File: src/rtl/mac_pkg.sv
// Shared quantizer types and helpers for the mac result path.
// Round-shift and int8 saturation are reused by later quantizers.
package mac_pkg;

    localparam int ACC_W    = 20;
    localparam int PSUM_W   = 32;
    localparam int OUT_W    = 8;
    localparam int LANES    = 16;
    localparam int CNT_W    = 8;
    localparam int BIAS_W   = 16;
    localparam int SHIFT_W  = 5;
    localparam int WORD_W   = LANES * OUT_W;
    localparam int LANE_W   = $clog2(LANES);
    localparam int INT8_MAX = 127;
    localparam int INT8_MIN = -128;

    // Two guard bits so bias add and rounding offset never wrap.
    typedef logic signed [PSUM_W+1:0] wide_t;
    typedef logic signed [OUT_W-1:0]  q_t;

    function automatic wide_t round_shift(
        input wide_t               v,
        input logic [SHIFT_W-1:0]  sh
    );
        wide_t rnd;
        rnd = '0;
        if (sh != '0) begin
            rnd = wide_t'(1) << (sh - 1'b1);
        end
        return (v + rnd) >>> sh;
    endfunction

    function automatic q_t sat_int8(input wide_t r);
        q_t res;
        if (r > wide_t'(INT8_MAX)) begin
            res = q_t'(INT8_MAX);
        end else if (r < wide_t'(INT8_MIN)) begin
            res = q_t'(INT8_MIN);
        end else begin
            res = r[OUT_W-1:0];
        end
        return res;
    endfunction

endpackage

File: src/rtl/mac_acc_writer_if.sv
// Packed output word stream towards the output buffer.
// Master drives data/valid, slave returns ready.
interface mac_acc_writer_if;
    import mac_pkg::*;

    logic [WORD_W-1:0] out_data;
    logic              out_vld;
    logic              out_rdy;

    modport master (
        output out_data,
        output out_vld,
        input  out_rdy
    );

    modport slave (
        input  out_data,
        input  out_vld,
        output out_rdy
    );

endinterface

File: src/rtl/mac_out_fifo.sv
// Two-entry valid/ready word FIFO; head is shown on data_o.
// A push into a full FIFO with no same-cycle pop is dropped and flagged.
module mac_out_fifo
    import mac_pkg::*;
#(
    parameter int W = WORD_W
) (
    input  logic         clk,
    input  logic         rstn,
    input  logic         clr_i,
    input  logic         push_i,
    input  logic [W-1:0] data_i,
    output logic [W-1:0] data_o,
    output logic         vld_o,
    input  logic         rdy_i,
    output logic         full_o,
    output logic         empty_o,
    output logic         drop_o
);

    logic [1:0][W-1:0] mem_q, mem_d;
    logic              wr_q, wr_d;
    logic              rd_q, rd_d;
    logic [1:0]        cnt_q, cnt_d;
    logic              pop;
    logic              accept;

    assign data_o  = mem_q[rd_q];
    assign vld_o   = (cnt_q != 2'd0);
    assign full_o  = (cnt_q == 2'd2);
    assign empty_o = (cnt_q == 2'd0);
    assign pop     = vld_o && rdy_i && !clr_i;
    assign accept  = push_i && !clr_i && (!full_o || pop);
    assign drop_o  = push_i && !clr_i && full_o && !pop;

    always_comb begin
        mem_d = mem_q;
        wr_d  = wr_q;
        rd_d  = rd_q;
        cnt_d = cnt_q;
        if (clr_i) begin
            mem_d = '0;
            wr_d  = 1'b0;
            rd_d  = 1'b0;
            cnt_d = 2'd0;
        end else begin
            if (pop) begin
                rd_d = ~rd_q;
            end
            // When full, wr_q equals rd_q: the slot being popped is reused.
            if (accept) begin
                mem_d[wr_q] = data_i;
                wr_d        = ~wr_q;
            end
            cnt_d = cnt_q + {1'b0, accept} - {1'b0, pop};
        end
    end

    always_ff @(posedge clk) begin
        if (!rstn) begin
            mem_q <= '0;
            wr_q  <= 1'b0;
            rd_q  <= 1'b0;
            cnt_q <= 2'd0;
        end else begin
            mem_q <= mem_d;
            wr_q  <= wr_d;
            rd_q  <= rd_d;
            cnt_q <= cnt_d;
        end
    end

endmodule

File: src/rtl/mac_acc_writer.sv
// Tile accumulate, bias/round/relu/saturate, pack 16 int8 lanes per word.
// Input side never stalls; a full output queue drops words and flags it.
module mac_acc_writer
    import mac_pkg::*;
(
    input  logic                     clk,
    input  logic                     rstn,
    input  logic                     start,
    input  logic [CNT_W-1:0]         cfg_num_tiles,
    input  logic signed [BIAS_W-1:0] cfg_bias,
    input  logic [SHIFT_W-1:0]       cfg_shift,
    input  logic                     cfg_relu,
    input  logic                     vld_i,
    input  logic signed [ACC_W-1:0]  acc_i,
    mac_acc_writer_if.master         out,
    output logic                     busy,
    output logic                     err_ovf
);

    logic [CNT_W-1:0]          num_tiles_q, num_tiles_d;
    logic signed [BIAS_W-1:0]  bias_q, bias_d;
    logic [SHIFT_W-1:0]        shift_q, shift_d;
    logic                      relu_q, relu_d;

    logic signed [PSUM_W-1:0]  psum_q, psum_d;
    logic [CNT_W-1:0]          tile_cnt_q, tile_cnt_d;
    logic                      pix_vld_q, pix_vld_d;
    q_t                        qval_q, qval_d;
    logic                      q_vld_q, q_vld_d;
    logic [LANE_W-1:0]         lane_cnt_q, lane_cnt_d;
    logic [LANES-1:0][OUT_W-1:0] pack_q, pack_d;
    logic                      err_q, err_d;

    logic                      push;
    logic                      fifo_empty;
    logic                      fifo_full;
    logic                      fifo_drop;
    logic signed [PSUM_W-1:0]  acc_ext;
    wide_t                     v_w;
    wide_t                     r_w;

    assign acc_ext = {{(PSUM_W-ACC_W){acc_i[ACC_W-1]}}, acc_i};

    always_comb begin
        num_tiles_d = num_tiles_q;
        bias_d      = bias_q;
        shift_d     = shift_q;
        relu_d      = relu_q;
        psum_d      = psum_q;
        tile_cnt_d  = tile_cnt_q;
        pix_vld_d   = 1'b0;
        qval_d      = qval_q;
        q_vld_d     = 1'b0;
        lane_cnt_d  = lane_cnt_q;
        pack_d      = pack_q;
        err_d       = err_q | fifo_drop;
        push        = 1'b0;
        v_w         = wide_t'(psum_q) + wide_t'(bias_q);
        r_w         = round_shift(v_w, shift_q);
        if (relu_q && r_w[PSUM_W+1]) begin
            r_w = '0;
        end

        if (start) begin
            num_tiles_d = (cfg_num_tiles == '0) ? CNT_W'(1) : cfg_num_tiles;
            bias_d      = cfg_bias;
            shift_d     = cfg_shift;
            relu_d      = cfg_relu;
            psum_d      = '0;
            tile_cnt_d  = '0;
            lane_cnt_d  = '0;
            pack_d      = '0;
            err_d       = 1'b0;
        end else begin
            if (vld_i) begin
                psum_d = ((tile_cnt_q == '0) ? '0 : psum_q) + acc_ext;
                if (tile_cnt_q == num_tiles_q - CNT_W'(1)) begin
                    tile_cnt_d = '0;
                    pix_vld_d  = 1'b1;
                end else begin
                    tile_cnt_d = tile_cnt_q + CNT_W'(1);
                end
            end
            if (pix_vld_q) begin
                qval_d  = sat_int8(r_w);
                q_vld_d = 1'b1;
            end
            if (q_vld_q) begin
                pack_d[lane_cnt_q] = qval_q;
                lane_cnt_d         = lane_cnt_q + LANE_W'(1);
                push               = (lane_cnt_q == LANE_W'(LANES-1));
            end
        end
    end

    always_ff @(posedge clk) begin
        if (!rstn) begin
            num_tiles_q <= CNT_W'(1);
            bias_q      <= '0;
            shift_q     <= '0;
            relu_q      <= 1'b0;
            psum_q      <= '0;
            tile_cnt_q  <= '0;
            pix_vld_q   <= 1'b0;
            qval_q      <= '0;
            q_vld_q     <= 1'b0;
            lane_cnt_q  <= '0;
            pack_q      <= '0;
            err_q       <= 1'b0;
        end else begin
            num_tiles_q <= num_tiles_d;
            bias_q      <= bias_d;
            shift_q     <= shift_d;
            relu_q      <= relu_d;
            psum_q      <= psum_d;
            tile_cnt_q  <= tile_cnt_d;
            pix_vld_q   <= pix_vld_d;
            qval_q      <= qval_d;
            q_vld_q     <= q_vld_d;
            lane_cnt_q  <= lane_cnt_d;
            pack_q      <= pack_d;
            err_q       <= err_d;
        end
    end

    mac_out_fifo #(
        .W (WORD_W)
    ) u_fifo (
        .clk     (clk),
        .rstn    (rstn),
        .clr_i   (start),
        .push_i  (push),
        .data_i  (pack_d),
        .data_o  (out.out_data),
        .vld_o   (out.out_vld),
        .rdy_i   (out.out_rdy),
        .full_o  (fifo_full),
        .empty_o (fifo_empty),
        .drop_o  (fifo_drop)
    );

    assign err_ovf = err_q;
    assign busy    = (tile_cnt_q != '0) || (lane_cnt_q != '0) ||
                     pix_vld_q || q_vld_q || !fifo_empty;

endmodule

File: src/flat_wrapper.sv
// flat-port wrapper written by rule: the top's interface ports become plain ports
module mac_acc_writer_flat import mac_pkg::*;
  (clk, rstn, start, cfg_num_tiles, cfg_bias, cfg_shift, cfg_relu, vld_i, acc_i, busy, err_ovf, out_out_data, out_out_vld, out_out_rdy);
  mac_acc_writer_if out_i ();
  input  logic clk;
  input  logic rstn;
  input  logic start;
  input  logic [CNT_W-1:0] cfg_num_tiles;
  input  logic signed [BIAS_W-1:0] cfg_bias;
  input  logic [SHIFT_W-1:0] cfg_shift;
  input  logic cfg_relu;
  input  logic vld_i;
  input  logic signed [ACC_W-1:0] acc_i;
  output logic busy;
  output logic err_ovf;
  output wire logic [$bits(out_i.out_data)-1:0] out_out_data;
  output wire logic [$bits(out_i.out_vld)-1:0] out_out_vld;
  input wire logic [$bits(out_i.out_rdy)-1:0] out_out_rdy;
  assign out_out_data = out_i.out_data;
  assign out_out_vld = out_i.out_vld;
  assign out_i.out_rdy = out_out_rdy;
  mac_acc_writer u_core (.clk(clk), .rstn(rstn), .start(start), .cfg_num_tiles(cfg_num_tiles), .cfg_bias(cfg_bias), .cfg_shift(cfg_shift), .cfg_relu(cfg_relu), .vld_i(vld_i), .acc_i(acc_i), .out(out_i), .busy(busy), .err_ovf(err_ovf));
endmodule
File: config.mk
export PLATFORM = sky130hd
export DESIGN_NAME = mac_acc_writer_flat
export DESIGN_NICKNAME = d
export VERILOG_FILES = /design/src/rtl/mac_pkg.sv /design/src/rtl/mac_acc_writer_if.sv /design/src/rtl/mac_out_fifo.sv /design/src/rtl/mac_acc_writer.sv /design/src/flat_wrapper.sv
export SDC_FILE = /design/constraint.sdc
export NUM_CORES = 1
export LEC_CHECK = 0
export CORE_ASPECT_RATIO = 0.75
export CORE_UTILIZATION = 60
export DETAILED_ROUTE_END_ITERATION = 6
export PLACE_DENSITY = 0.81
export SKIP_LAST_GASP = 1
export SLEW_MARGIN = 20
export SYNTH_ARGS = -nofsm -noshare
export SYNTH_HDL_FRONTEND = slang
export SYNTH_SLANG_ARGS = --single-unit
File: constraint.sdc
create_clock -name clk -period 8.4 [get_ports clk]
set_input_delay 1.68 -clock clk [delete_from_list [all_inputs] [get_ports clk]]
set_output_delay 1.68 -clock clk [all_outputs]
set_load 0.01 [all_outputs]
==> out/summary.txt <==
Rel. slew slack: 16.2%
r2r setup slk: 0.67 ns
CTS clk-pin slew, worst paths: 0.07 ns
setup_tns: 0 ns
GR Overflow Total: 0
CORE AREA: 44900 µm²
fill cell count: 3535
Starting Density: 61.1%
final hold vios: 0
Max Slew Vio Count: 0
share of cells above drive strength 1: 9.20%
drt wl/cell: 20.7 µm
Net Count, Synth: 3727
Yosys cell types: 99
P_int: 3730 µW
r2r endpoint: u_core.qval_q[6]$_SDFFE_PN0P_
CP Data Arrival Time: 8.22 ns
hold path depth: 2
Synth area leader: dfxtp_1
TritonCTS buffer count: 46
routability-driven placement congestion ratio: 1.01
hold_sp: u_core.u_fifo.mem_q[57]$_SDFFE_PP0P_
r2r worst-path depth: 29
register area: 9480 µm²
Initial DRT Pass Iterations: 6
Worst Path Required: 8.88 ns
fmax: 129 MHz
Post-synth EDFFs: 0
Avg Inst Size Synth: 7.70 µm²
fin nets: 3746
Seq/Total Area, Yosys: 34.5%
crit-path max FO: 12
Lkg Pwr: 0.0113 µW
Routed WL: 87100 µm
hold endpoint: u_core.u_fifo.mem_q[57]$_SDFFE_PP0P_
max cap viols: 0
clock sink count: 473
largest net degree at the start of global routing: 129
Die ar.: 46600 µm²
via count: 26200
Clk pwr share: 42.3%
CTS tree: done
top-count cell post-synth: nand2_1
worst r2r src: u_core.psum_q[1]$_SDFFE_PP0P_
Synthesis Warnings: 0
Sequential Power Share: 44.6%
dpl hpwl: 59100 µm
PD cells: 165 nW/µm²
port bufs: 185
Root Driver: clkbuf_16
startpoint types: flop
area of the multi-input gates: 16900 µm²
net switching fraction of the power: 27.2%
top post-synthesis cells by area: dfxtp_1 34%, nand2_1 12%, a21oi_1 8.8%
cts-stage hold buffer count: 0
CP peak stage delay: 0.54 ns
ys async rst share: 0%
final worst slack: 0.665 ns
Worst Skew: 0.0228 ns
Die H: 187 µm
Top FF cell, synth: dfxtp_1
minimum clock period after layout: 7.73 ns
post-synthesis cell count: 3565
global-route wire length before repair: 136000 µm
status: completed
Post-CTS Resized: 0
switching power: 1390 µW
final antenna-violating net count: 0
Rows: 67
Worst Max-Slew Pin Slew: 1.25 ns
Syn-to-layout area delta: 12.7%
GRT Util Overall: 36.2%
Die Width: 249 µm
deepest clock path buffer count: 3
number of remaining DRC errors: 0
setup bufs post-CTS: 0
Synth Cell Area: 27500 µm²
synthesis-stage register bit count: 473
critical path class: reg -> reg
RSZ-0062 raised after global routing: no
Via density: 6.24
VDD IR max: 0.000183 V
clk_lat worst skew: 0.60 ns
fin crit share: 92.1%
critical path's slowest cell: ha_1
pre-CTS setup slack: 0.914 ns
Comb power frac: 13.1%
H-tree Lvls: 2
Final setup viols: 0
Commonest cells post-synth: 890 x nand2_1, 483 x a21oi_1, 473 x dfxtp_1
Hold WC Path Type: reg -> reg
drt first-iter violations: 2572
Setup crit end kind: flop
top cell type's share of synthesized area: 34.5%
initial antenna violation count: 1
io pins: 186
vias in the first global route: 24700
-- power groups by stage --
stage	Sequential, µW	Combinational, µW	Clock, µW
6_report	2280	671	2170
5_1_grt	2280	715	2280
2_1_floorplan	2320	456	0
3_3_place_gp	2330	633	0
4_1_cts	2280	646	2180
3_5_place_dp	2330	643	0
-- worst max path at each step --
stage | from | end | slack [ns] | cells past startpoint
after floorplan | u_core.psum_q[1]$_SDFFE_PP0P_ | u_core.qval_q[0]$_SDFFE_PN0P_ | 2.17 | 29
after global placement | u_core.psum_q[1]$_SDFFE_PP0P_ | u_core.qval_q[4]$_SDFFE_PN0P_ | 1.12 | 29
after detailed placement | u_core.psum_q[1]$_SDFFE_PP0P_ | u_core.qval_q[6]$_SDFFE_PN0P_ | 0.91 | 29
after CTS | u_core.psum_q[1]$_SDFFE_PP0P_ | u_core.qval_q[6]$_SDFFE_PN0P_ | 0.88 | 29
after global routing | u_core.psum_q[1]$_SDFFE_PP0P_ | u_core.qval_q[5]$_SDFFE_PN0P_ | 0.13 | 29
final | u_core.psum_q[1]$_SDFFE_PP0P_ | u_core.qval_q[6]$_SDFFE_PN0P_ | 0.67 | 29
-- logic make-up after synthesis --
| group | count (synthesis) | share of synthesized area (%) |
|---|---|---|
| mux | 232 | 9.76 |
| compound gates | 828 | 18.5 |
| flops | 473 | 34.5 |
| other cells | 1 | 0.0137 |
| buf+inv | 287 | 4.03 |
| simple gates | 1539 | 25.1 |
| fa+ha+maj | 107 | 4.96 |
| xor+xnor | 98 | 3.13 |
-- worst max-delay path: cells and delay by family (launching register included) --
| family | cells | cell delay [ns] |
|---|---|---|
| simple gates | 7 | 1.39 |
| compound gates | 19 | 5.00 |
| xor+xnor | 1 | 0.09 |
| fa+ha+maj | 2 | 0.84 |
| flops | 1 | 0.33 |
-- area by class of cell --
type                            instances  area share [%]
Inverter                               48           0.582
Sequential cell                       473            30.6
Multi-Input combinational cell       2805            54.7
Antenna cell                            1         0.00808
Clock inverter                         20           0.772
Timing Repair Buffer                  210            6.58
Tap cell                              586            2.37
Clock buffer                           65            4.37
-- per-stage QoR --
step | cell area [µm²] | power, µW | util [%] | cells | hold slack [ns]
2_1_floorplan | 27500 | 2770 | - | 3565 | 0.433
3_3_place_gp | 29300 | 2960 | 65.3 | 4122 | 0.438
3_5_place_dp | 29400 | 2970 | 65.3 | 4122 | 0.443
4_1_cts | 30900 | 5110 | 68.9 | 4207 | 0.453
5_1_grt | 30900 | 5280 | 68.9 | 4207 | 0.467
6_report | 31000 | 5120 | 68.9 | 4208 | 0.452
-- layer usage --
layer | global-route usage (%) | part of all wire [%] | vias to the layer above | wire (µm)
met4 | 10.3 | 2.5 | 0 | 2180
met2 | 55.1 | 43 | 1254 | 37700
met1 | 51.6 | 44 | 12500 | 38500
met5 | 0 | 0 | - | 0
li1 | - | - | 12300 | -
met3 | 7.57 | 10 | 164 | 8740
-- placed cells by master, fill, tap and decap left out, types with 19 or more instances in the layout --
| cell type | n |
|---|---|
| a21o_1 | 41 |
| nand3_1 | 30 |
| nand2_1 | 889 |
| and2_1 | 192 |
| clkdlybuf4s50_1 | 182 |
| nor3_1 | 55 |
| ha_1 | 104 |
| inv_1 | 47 |
| a21oi_1 | 483 |
| mux2_2 | 142 |
| dfxtp_1 | 467 |
| or2_2 | 19 |
| nor2_1 | 193 |
| nand4_1 | 20 |
| xor2_1 | 27 |
| nor2b_1 | 43 |
| clkbuf_16 | 46 |
| buf_4 | 25 |
| xnor2_1 | 71 |
| o21ai_0 | 68 |
| a211oi_1 | 32 |
| mux2i_1 | 75 |
| and3_1 | 21 |
-- registers in the layout, summed over array words and instances, names as in the netlist, 2 cells and up --
register,cells
u_core.pack_q,128
u_core.u_fifo.mem_q,256
u_core.qval_q,8
u_core.lane_cnt_q,4
u_core.psum_q,32
u_core.bias_q,16
u_core.u_fifo.cnt_q,2
u_core.shift_q,5
u_core.num_tiles_q,8
u_core.tile_cnt_q,8
(Power assumes the default switching activity.)
